### config.mk
export PLATFORM = sky130hd
export DESIGN_NAME = uart_tx_arbiter
export DESIGN_NICKNAME = d
export VERILOG_FILES = /design/src/rtl/uart_tx_arbiter.sv
export SDC_FILE = /design/constraint.sdc
export NUM_CORES = 1
export LEC_CHECK = 0
export CAP_MARGIN = 20
export CORE_ASPECT_RATIO = 1.75
export CORE_MARGIN = 5
export CORE_UTILIZATION = 48
export DETAILED_ROUTE_END_ITERATION = 7
export GPL_TIMING_DRIVEN = 0
export PLACE_DENSITY = 0.84
export SYNTH_ARGS = -nofsm -noshare
export SYNTH_HDL_FRONTEND = slang
export SYNTH_SLANG_ARGS = --single-unit
### constraint.sdc
create_clock -name sys_clk -period 3.5 [get_ports sys_clk]
set_clock_uncertainty 0.2 [all_clocks]
set_input_delay 0.525 -clock sys_clk [delete_from_list [all_inputs] [get_ports sys_clk]]
set_output_delay 0.525 -clock sys_clk [all_outputs]
set_load 0.005 [all_outputs]
### src/rtl/uart_tx_arbiter.sv
// Round-robin arbiter that shares one UART transmitter among NUM_REQ requesters and
// sequences the start/busy/complete handshake; UART_TX_ARB_TIMEOUT_EN adds a START ack timeout.
module uart_tx_arbiter #(
   parameter int unsigned NUM_REQ     = 4,
   parameter int unsigned ACK_TIMEOUT = 65535
) (
   input  logic                 sys_clk,
   input  logic                 rst,
   input  logic [NUM_REQ-1:0]   req,
   input  logic [NUM_REQ*8-1:0] req_data,
   output logic [NUM_REQ-1:0]   gnt,
   output logic [NUM_REQ-1:0]   done,
   output logic                 err,
   output logic [7:0]           THR,
   output logic                 tx_en,
   input  logic                 tx_status
);

   // state   | meaning
   // IDLE    | transmitter idle, pick next requester round-robin from ptr
   // START   | tx_en high, waiting for the transmitter to report busy
   // WAIT    | transmitter busy shifting the byte out
   // RELEASE | one cycle: done pulse to the winner, ptr moves past it

   localparam int unsigned PW  = (NUM_REQ > 1) ? $clog2(NUM_REQ) : 1;
   localparam int unsigned PW1 = PW + 1;

   if (NUM_REQ < 2 || NUM_REQ > 8 || ACK_TIMEOUT < 1) begin : g_bad_param
      $error("uart_tx_arbiter: NUM_REQ must be 2..8 and ACK_TIMEOUT >= 1");
   end

   typedef enum logic [1:0] {
      ST_IDLE    = 2'd0,
      ST_START   = 2'd1,
      ST_WAIT    = 2'd2,
      ST_RELEASE = 2'd3
   } state_t;

   state_t               state_q, state_d;
   logic                 ts_meta_q, ts_s_q;
   logic [PW-1:0]        ptr_q, ptr_d;
   logic [PW-1:0]        win_q, win_d;
   logic [NUM_REQ-1:0]   gnt_q, gnt_d;
   logic [7:0]           thr_q, thr_d;
   logic                 tx_en_q, tx_en_d;
   logic                 timeout;
   logic                 to_flag;

   logic                 found;
   logic [PW-1:0]        pick;
   logic [PW1-1:0]       cand;

   // Search order ptr, ptr+1, ... with an explicit wrap since NUM_REQ need not be 2^n.
   always_comb begin
      found = 1'b0;
      pick  = ptr_q;
      cand  = '0;
      for (int i = 0; i < NUM_REQ; i++) begin
         cand = {1'b0, ptr_q} + PW1'(i);
         if (cand >= PW1'(NUM_REQ)) begin
            cand = cand - PW1'(NUM_REQ);
         end
         if (!found && req[cand[PW-1:0]]) begin
            found = 1'b1;
            pick  = cand[PW-1:0];
         end
      end
   end

   always_ff @(posedge sys_clk or negedge rst) begin
      if (!rst) begin
         ts_meta_q <= 1'b0;
         ts_s_q    <= 1'b0;
         state_q   <= ST_IDLE;
         ptr_q     <= '0;
         win_q     <= '0;
         gnt_q     <= '0;
         thr_q     <= 8'h00;
         tx_en_q   <= 1'b0;
      end else begin
         ts_meta_q <= tx_status;
         ts_s_q    <= ts_meta_q;
         state_q   <= state_d;
         ptr_q     <= ptr_d;
         win_q     <= win_d;
         gnt_q     <= gnt_d;
         thr_q     <= thr_d;
         tx_en_q   <= tx_en_d;
      end
   end

   always_comb begin
      state_d = state_q;
      ptr_d   = ptr_q;
      win_d   = win_q;
      gnt_d   = gnt_q;
      thr_d   = thr_q;
      tx_en_d = tx_en_q;
      case (state_q)
         ST_IDLE: begin
            if (!ts_s_q && found) begin
               win_d   = pick;
               gnt_d   = NUM_REQ'(1) << pick;
               thr_d   = req_data[8*pick +: 8];
               tx_en_d = 1'b1;
               state_d = ST_START;
            end
         end
         ST_START: begin
            if (ts_s_q) begin
               tx_en_d = 1'b0;
               state_d = ST_WAIT;
            end else if (timeout) begin
               tx_en_d = 1'b0;
               state_d = ST_RELEASE;
            end
         end
         ST_WAIT: begin
            if (!ts_s_q) begin
               state_d = ST_RELEASE;
            end
         end
         ST_RELEASE: begin
            gnt_d   = '0;
            ptr_d   = (win_q == PW'(NUM_REQ - 1)) ? '0 : win_q + PW'(1);
            state_d = ST_IDLE;
         end
         default: begin
            state_d = ST_IDLE;
         end
      endcase
   end

`ifdef UART_TX_ARB_TIMEOUT_EN
   localparam int unsigned TW = $clog2(ACK_TIMEOUT + 1);

   logic [TW-1:0] tmr_q, tmr_d;
   logic          to_q, to_d;

   // Down-counter loaded on the grant edge; terminal count means ACK_TIMEOUT START cycles elapsed.
   always_comb begin
      tmr_d = tmr_q;
      to_d  = to_q;
      if (state_q == ST_IDLE && state_d == ST_START) begin
         tmr_d = TW'(ACK_TIMEOUT - 1);
         to_d  = 1'b0;
      end else if (state_q == ST_START) begin
         if (timeout && !ts_s_q) begin
            to_d = 1'b1;
         end else if (tmr_q != '0) begin
            tmr_d = tmr_q - TW'(1);
         end
      end
   end

   always_ff @(posedge sys_clk or negedge rst) begin
      if (!rst) begin
         tmr_q <= '0;
         to_q  <= 1'b0;
      end else begin
         tmr_q <= tmr_d;
         to_q  <= to_d;
      end
   end

   assign timeout = (tmr_q == '0);
   assign to_flag = to_q;
`else
   assign timeout = 1'b0;
   assign to_flag = 1'b0;
`endif

   always_comb begin
      gnt   = gnt_q;
      THR   = thr_q;
      tx_en = tx_en_q;
      done  = '0;
      err   = 1'b0;
      if (state_q == ST_RELEASE) begin
         done = NUM_REQ'(1) << win_q;
         err  = to_flag;
      end
   end

endmodule

==> Word level (Yosys, flattened, before mapping) <==
Cells that the tools add are included.
{ "op_classes": {"add_sub_neg": 8, "magnitude_cmp": 8, "eq_ne": 7, "shifts": 3, "muxes": 31, "reduce_logical": 15} }
{ "op_table": {"columns": ["operator", "count"], "rows": [
  ["$shiftx 32x6->8", 1],
  ["$mux 2", 12],
  ["$lt 2x3->1 const B", 4],
  ["$mux 1", 10],
  ["$ge 3x3->1 const B", 3],
  ["$bmux 1 s2", 4],
  ["$mux 4", 2],
  ["$pmux 2 s4", 1],
  ["$pmux 4 s2", 1],
  ["$shl 1x2->4 const A", 2],
  ["$sub 2x1->2 const B", 4],
  ["$add 2x2->3 const B", 2],
  ["$eq 2x2->1 const B", 3],
  ["$ne 2x2->1 const B", 3],
  ["$reduce_and 3->1", 2],
  ["$logic_and 1x1->1", 4],
  ["$logic_not 1->1", 4],
  ["$reduce_and 2->1", 2],
  ["$reduce_bool 2->1", 2],
  ["$add 2x1->3 const B", 1],
  ["$ge 2x3->1 const B", 1],
  ["$add 2x1->2 const B", 1],
  ["$eq 2x1->1 const B", 1],
  ["$logic_not 2->1", 1],
  ["$pmux 1 s2", 1]
]} }
{ "word_totals": {"regBits": 21, "inputBits": 39, "word_cells": 80} }

==> Longest topological paths before layout <==
Gate-level depths: netlist of run 1.
{ "logic_depth": {"ltp_word": 17, "depth_mapped": 7, "mapped_depth_nobuf": 5} }

==> Worst setup path before layout of run 1 <==
Ideal clock, no wire load.
{ "synth_path": {"path_kind": "in2reg", "start": "input port req[1]", "end": "register state_q[1]", "arrival_ns": 1.711, "t_required_ns": 3.175, "setup_slack_ns": 1.464, "stages": 7, "path_buffers": 2, "path_cell_list": "buf_2 -> nor4_2 -> or2_1 -> buf_4 -> a22o_1 -> a21oi_2 -> mux2_4"} }
{ "synth_via": {"elab_chain_cells": 15, "word_cells_on_any_way": 21} }
{ "synth_lines": {"columns": ["element", "line_no", "text"], "rows": [
  ["start: declaration", "9", "input logic [NUM_REQ-1:0] req,"],
  ["$bmux 1 s2", "63", "if (!found && req[cand[PW-1:0]]) begin"],
  ["$mux 1 (implied by the code)", "63", null],
  ["$mux 1", "63", null],
  ["$logic_not 1->1", "63", null],
  ["$logic_and 1x1->1", "63", null],
  ["$mux 1", "63", null],
  ["$logic_not 1->1", "63", null],
  ["$logic_and 1x1->1", "63", null],
  ["$mux 1", "63", null],
  ["$logic_not 1->1", "63", null],
  ["$logic_and 1x1->1", "63", null],
  ["$mux 1 (*)", "63", null],
  ["$logic_and 1x1->1 (*)", "101", "if (!ts_s_q && found) begin"],
  ["$ne 2x2->1 (no line) (*)", null, null],
  ["$reduce_and 3->1 (no line) (*)", null, null],
  ["end signal: assignment", "83", "state_q <= state_d;"],
  ["end: declaration", "39", "state_t state_q, state_d;"]
]} }
Every way passes the cells marked *; elsewhere a longest branch is shown, timed or not. The select of a mux whose other input is x is not followed.
A chain may end at the register's enable or synchronous reset.

==> Final worst setup path of run 1 <==
{ "layout_path": {"start": "register state_q[1]", "end": "output port done[0]"} }
{ "layout_via": {"elab_chain_cells": 2} }
{ "layout_lines": {"columns": ["element", "line_no", "text"], "rows": [
  ["$eq 2x2->1", "179", "if (state_q == ST_RELEASE) begin"],
  ["$mux 4", "179", null],
  ["end: declaration", "12", "output logic [NUM_REQ-1:0] done,"]
]} }
Every way passes these cells.

==> impl_results.md, run 1 <==
- Final hold vios: 0
- Critical path required time: 2.77 ns
- Pleak: 0.000905 uW
- HPWL Detailed: 3640 um
- Top-area cell type share of the netlist area: 33.3%
- Setup repair bufs after CTS: 0
- Antenna viol nets, final: 0
- Hold path start: ts_meta_q
- Synth cell types: 49
- 1st-iter DRT viols: 58
- Synth area leader: dfrtp_1
- Starting Density: 49.7%
- R2R cell count: 6
- Share of cells above drive strength 1: 13.8%
- WS Path Type: reg2out
- Top cells by count, synth: 21 x dfrtp_1, 18 x nor2_1, 9 x ha_1, 9 x o21ai_1
- Main synth FF type: dfrtp_1
- PnR worst setup slack: 0.923 ns
- Cell Pwr Density: 687 nW/um^2
- Minimum clock period: 2.58 ns
- Crit path buffers/inverters: 2
- Synth Instances: 163
- EDFF count, synth: 0
- WL final: 4370 um
- IO Port Bufs: 51
- Combinational power share: 60.9%
- # rows: 27
- H-Tree Depth: 1
- Hold path endpoint: ts_s_q
- Switching share of power: 39.3%
- Unrepaired setup endpoints after global routing: no
- #FFs+latches synth: 21
- ANT cells: 0
- CP arrival: 1.85 ns
- Max Cap Viol: 0
- Slowest cell on crit path: clkdlybuf4s50_1
- Worst Tran Pin Value: 0.892 ns
- P_sw: 590 uW
- IO Pins: 57
- Dpl ws: 1.18 ns
- Setup TNS: 0 ns
- Mapped Avg Cell Area: 9.68 sq um
- R2r startpoint: state_q[0]
- Worst hold path type: reg2reg
- Initial antenna violation count: 0
- Core Util, Final: 68.9%
- Crit end category: output pin
- Hold depth: 0
- Clk_lat worst skew: 0.25 ns
- Die area: 4580 sq um
- Total grt overflow: 0
- Vias in the first global route: 1526
- Netlist Area Pre-Place: 1580 sq um
- Via count: 1519
- Horiz. Die Dim: 53.3 um
- Synth warn: 0
- CTS Buffer Depth: 2
- Status: finished, final reports clean
- Root buffer cell: clkbuf_8
- Largest net degree at the start of global routing: 22
- First-pass GRT wire length: 7210 um
- Post-CTS Resized: 0
- Reg2Reg Capture Point: THR[1]
- CTS tree: done
- Achievable Freq: 388 MHz
- Largest driver fanout on the critical path: 9
- DR pass1 iterations: 4
- Gr usage total: 20.5%
- Core Area: 3180 sq um
- Mapped Nets: 211
- Top-count cell post-synth: dfrtp_1
- Vert. Die Dim: 85.8 um
- Post-Route Hold Slack: 0.156 ns
- Register-to-register setup slack: 1.33 ns
- WP depth: 4
- Via density: 5.82
- DR DRC count: 0
- CP top delay family: buffers and inverters
- Final Net Count: 267
- CTS Sinks: 21
- Area growth syn-to-layout: 38.7%
- Post-synthesis sequential area ratio: 33.3%
- Crit path cell chain: ha_1 -> clkbuf_1 -> and2_1 -> clkdlybuf4s50_1
- Slowest stage delay, CP: 0.51 ns
- Clock power frac: 10.1%
- Seq pwr share: 29.0%
- Worst slew margin: 40.3%
- CTS Buf Count: 3
- Top cells by area, synth: dfrtp_1 33%, ha_1 7.1%, o31a_1 4.4%, nor2_1 4.3%, and4_1 3.9%
- Tcrit/Tclk final: 73.6%
- Fraction of registers with async set/reset: 100%
- Int Pwr: 913 uW
- Clock transition at path regs: 0.07 ns
- Crit path launch type: flop
- Hold_buf cts: 0
- WL per Instance: 16.7 um
- Routability cong.: 0.876
- Max Transition Viols Final: 0
- Setup violators final: 0
- Maximum vdd drop: 0.386 mV
- FILL cells: 269
## placed cells by master, fill, tap and decap left out, types with 2 or more instances in the layout
| master | Yosys | final |
|---|---|---|
| o31a_1 | 8 | 8 |
| a21oi_1 | 3 | 3 |
| a22o_1 | 6 | 6 |
| a22oi_1 | 8 | 8 |
| buf_2 | 5 | 5 |
| buf_4 | 3 | 3 |
| nand2_1 | 5 | 5 |
| dfrtp_1 | 21 | 21 |
| a21boi_2 | 2 | 2 |
| nor3_1 | 2 | 2 |
| nand2b_1 | 2 | 2 |
| o21ai_1 | 9 | 9 |
| clkbuf_1 | 2 | 2 |
| a31oi_1 | 7 | 7 |
| buf_6 | 3 | 3 |
| and2_1 | 5 | 5 |
| mux2_2 | 2 | 2 |
| a32o_1 | 3 | 3 |
| clkbuf_8 | 0 | 3 |
| nor2_1 | 18 | 18 |
| ha_1 | 9 | 9 |
| or2_1 | 2 | 2 |
| and4_1 | 7 | 7 |
| clkdlybuf4s50_1 | 0 | 51 |
| inv_1 | 5 | 5 |
## state kept, by name, indices dropped and copies added, names as in the netlist
register	flops
THR	8
ts_meta_q	1
tx_en	1
win_q	2
state_q	2
ptr_q	2
ts_s_q	1
gnt	4
## cells by family (layout without fill, tap and decap cells)
kind of cell    count (synthesis)  after routing  synth area share, %
fa+ha+maj                       9              9                 7.14
mux                             4              4                 3.01
flops                          21             21                 33.3
other cells                     1              1                0.238
buf+inv                        18             73                 6.82
simple gates                   51             51                 19.6
compound gates                 59             59                 29.9
## layout make-up
| cell class | count | area, sq um | share of cell area [%] |
|---|---|---|---|
| plain buffers | 13 | 88.8 | 4.06 |
| well taps | 43 | 53.8 | 2.46 |
| inverters | 5 | 18.8 | 0.858 |
| repair buffers | 51 | 510 | 23.3 |
| clock inverters | 1 | 5.00 | 0.229 |
| clock buffers | 3 | 41.3 | 1.89 |
| flip-flops and latches | 21 | 526 | 24.0 |
| multi-input cells | 124 | 945 | 43.2 |
## through the flow
stage / instance area [sq um] / power (uW) / instances
floorplan: 1580 / 991 / 163
global placement: 2140 / 1290 / 257
finish: 2190 / 1500 / 261
CTS: 2190 / 1500 / 261
detailed placement: 2140 / 1350 / 257
global route: 2190 / 1620 / 261
## power groups by stage
stage / sequential [uW] / clock [uW] / combinational, uW
finish: 436 / 152 / 915
global route: 451 / 163 / 1010
CTS: 434 / 153 / 915
detailed placement: 439 / 0 / 915
global placement: 429 / 0 / 864
floorplan: 425 / 0 / 565
## how the worst max path moves through the flow
stage / start / to
after CTS: state_q[1] / done[0]
after detailed placement: state_q[1] / done[0]
after global routing: state_q[0] / done[0]
after floorplan: req[1] / state_q[1]
after global placement: state_q[0] / done[0]
final: state_q[1] / done[0]
## per-layer routing
layer	vias up	track usage, %	routed length (um)
met5	-	0	0
met4	0	9.07	129
met3	10	0.348	169
met2	56	38.1	2530
met1	735	23.1	1540
li1	718	-	-
Note: power is estimated with default switching activity, not from simulation.
==> inputs of run 2 (changes only) <==
Settings changed: CORE_UTILIZATION 48 to 40, PLACE_DENSITY 0.84 to 0.75.
Clock period 3.5 ns to 2.1 ns, I/O delays scaled along.
==> impl_results.md, run 2 (synthesized netlist as in run 1, its figures left out) <==
- IO Port Bufs: 51
- DR DRC count: 0
- Via density: 5.55
- PnR worst setup slack: 0.0687 ns
- Met3 Usage GRT: 1.80%
- Vias in the first global route: 1418
- HPWL Detailed: 3360 um
- Share of cells above drive strength 1: 17.4%
- Vert. Die Dim: 93.1 um
- CTS Buf Count: 3
- Final Net Count: 268
- IO Pins: 57
- Core Util, Final: 58.3%
- Commonest non-fill, non-tap cells in the layout: 51 x clkdlybuf4s50_1, 19 x dfrtp_1, 18 x nor2_1
- WS Path Type: reg2out
- Achievable Freq: 492 MHz
- Tcrit/Tclk final: 96.7%
- Total grt overflow: 0
- Largest net degree at the start of global routing: 22
- CTS Buffer Depth: 2
- # rows: 30
- Area growth syn-to-layout: 43.0%
- Starting Density: 40.8%
- Horiz. Die Dim: 57.5 um
- Die area: 5350 sq um
- Pleak: 0.000920 uW
- Clk_lat worst skew: 0.26 ns
- Crit path launch type: flop
- Minimum clock period: 2.03 ns
- Crit path cell chain: inv_2 -> ha_1 -> and2_1 -> clkdlybuf4s50_1
- CTS Sinks: 21
- Worst slew margin: 66.5%
- Setup violators final: 0
- Largest driver fanout on the critical path: 4
- R2R cell count: 6
- Root buffer cell: clkbuf_8
- WL per Instance: 16.1 um
- Reg2Reg Capture Point: THR[2]
- Max Transition Viols Final: 0
- Status: finished, final reports clean
- 1st-iter DRT viols: 51
- Maximum vdd drop: 0.570 mV
- Cell Count Post-Placement: 262
- R2r startpoint: state_q[1]
- Cell Pwr Density: 1130 nW/um^2
- Dpl ws: -0.136 ns
- Clock transition at path regs: 0.07 ns
- H-Tree Depth: 1
- Worst Tran Pin Value: 0.502 ns
- Worst hold path type: in2async
- Crit path buffers/inverters: 2
- Slowest stage delay, CP: 0.49 ns
- Slowest cell on crit path: clkdlybuf4s50_1
- WL final: 4300 um
- Core Area: 3870 sq um
- Critical path required time: 1.58 ns
- Largest register FFs: 8
- CTS tree: done
- Fin cells: 267
- Setup TNS: 0 ns
- Final hold vios: 0
- Via count: 1481
- CP arrival: 1.52 ns
- Antenna viol nets, final: 0
- Crit end category: output pin
- Initial antenna violation count: 0
- DR pass1 iterations: 4
- First-pass GRT wire length: 6870 um
- Register-to-register setup slack: 0.14 ns
- CP top delay family: buffers and inverters
- Commonest non-fill, non-tap cell in the layout: clkdlybuf4s50_1
- Met2 usage: 28.0%
- Tot Pwr: 2550 uW
- M1 GR Usage: 19.8%
- Max Cap Viol: 0
- ANT cells: 0
- Gr usage total: 16.2%
- GRT Max-Usage Layer: met2
- Routability cong.: 0.795
## run 2: repair_timing
item | CTS | global route
hold buffers | 0 | 0
gates resized for setup | 4 | 8
setup endpoints to repair | 14 | 14
setup buffers | 0 | 1
pin swaps | 0 | 1
## run 2: report_power, final
| group | total [uW] | switching, uW | leakage [uW] | internal (uW) |
|---|---|---|---|---|
| clock network | 263 | 128 | 0.0000228 | 135 |
| logic | 1550 | 703 | 0.000650 | 848 |
| registers | 737 | 148 | 0.000247 | 589 |
| total | 2550 | 979 | 0.000920 | 1570 |
## run 2: cell type report
type	count	area [sq um]
Buffer	12	91.3
Clock buffer	4	45.0
Fill cell	351	1610
Inverter	5	18.8
Multi-Input combinational cell	124	967
Sequential cell	21	528
Tap cell	48	60.1
Timing Repair Buffer	53	546
## run 2: layer usage
metal | part of all wire, % | up-vias
met1 | 38 | 701
met3 | 5.9 | 6
met4 | 2.4 | 0
met2 | 53 | 56
li1 | - | 718
met5 | 0 | -
## run 2: worst max path at each step
stage | cells after the start | slack, ns | start | endpoint
floorplan | 6 | 0.22 | state_q[0] | THR[3]
global placement | 6 | -0.13 | state_q[0] | THR[1]
detailed placement | 6 | -0.14 | state_q[0] | THR[2]
CTS | 4 | 0.02 | win_q[0] | done[0]
global route | 4 | -0.0007 | win_q[0] | done[0]
finish | 4 | 0.07 | win_q[0] | done[0]
## run 2: stage by stage
step                instance area [sq um]  hold slack, ns
detailed placement                   2150           0.141
floorplan                            1580          -0.181
global placement                     2150           0.137
finish                               2260           0.102
global route                         2260           0.119
CTS                                  2210           0.157
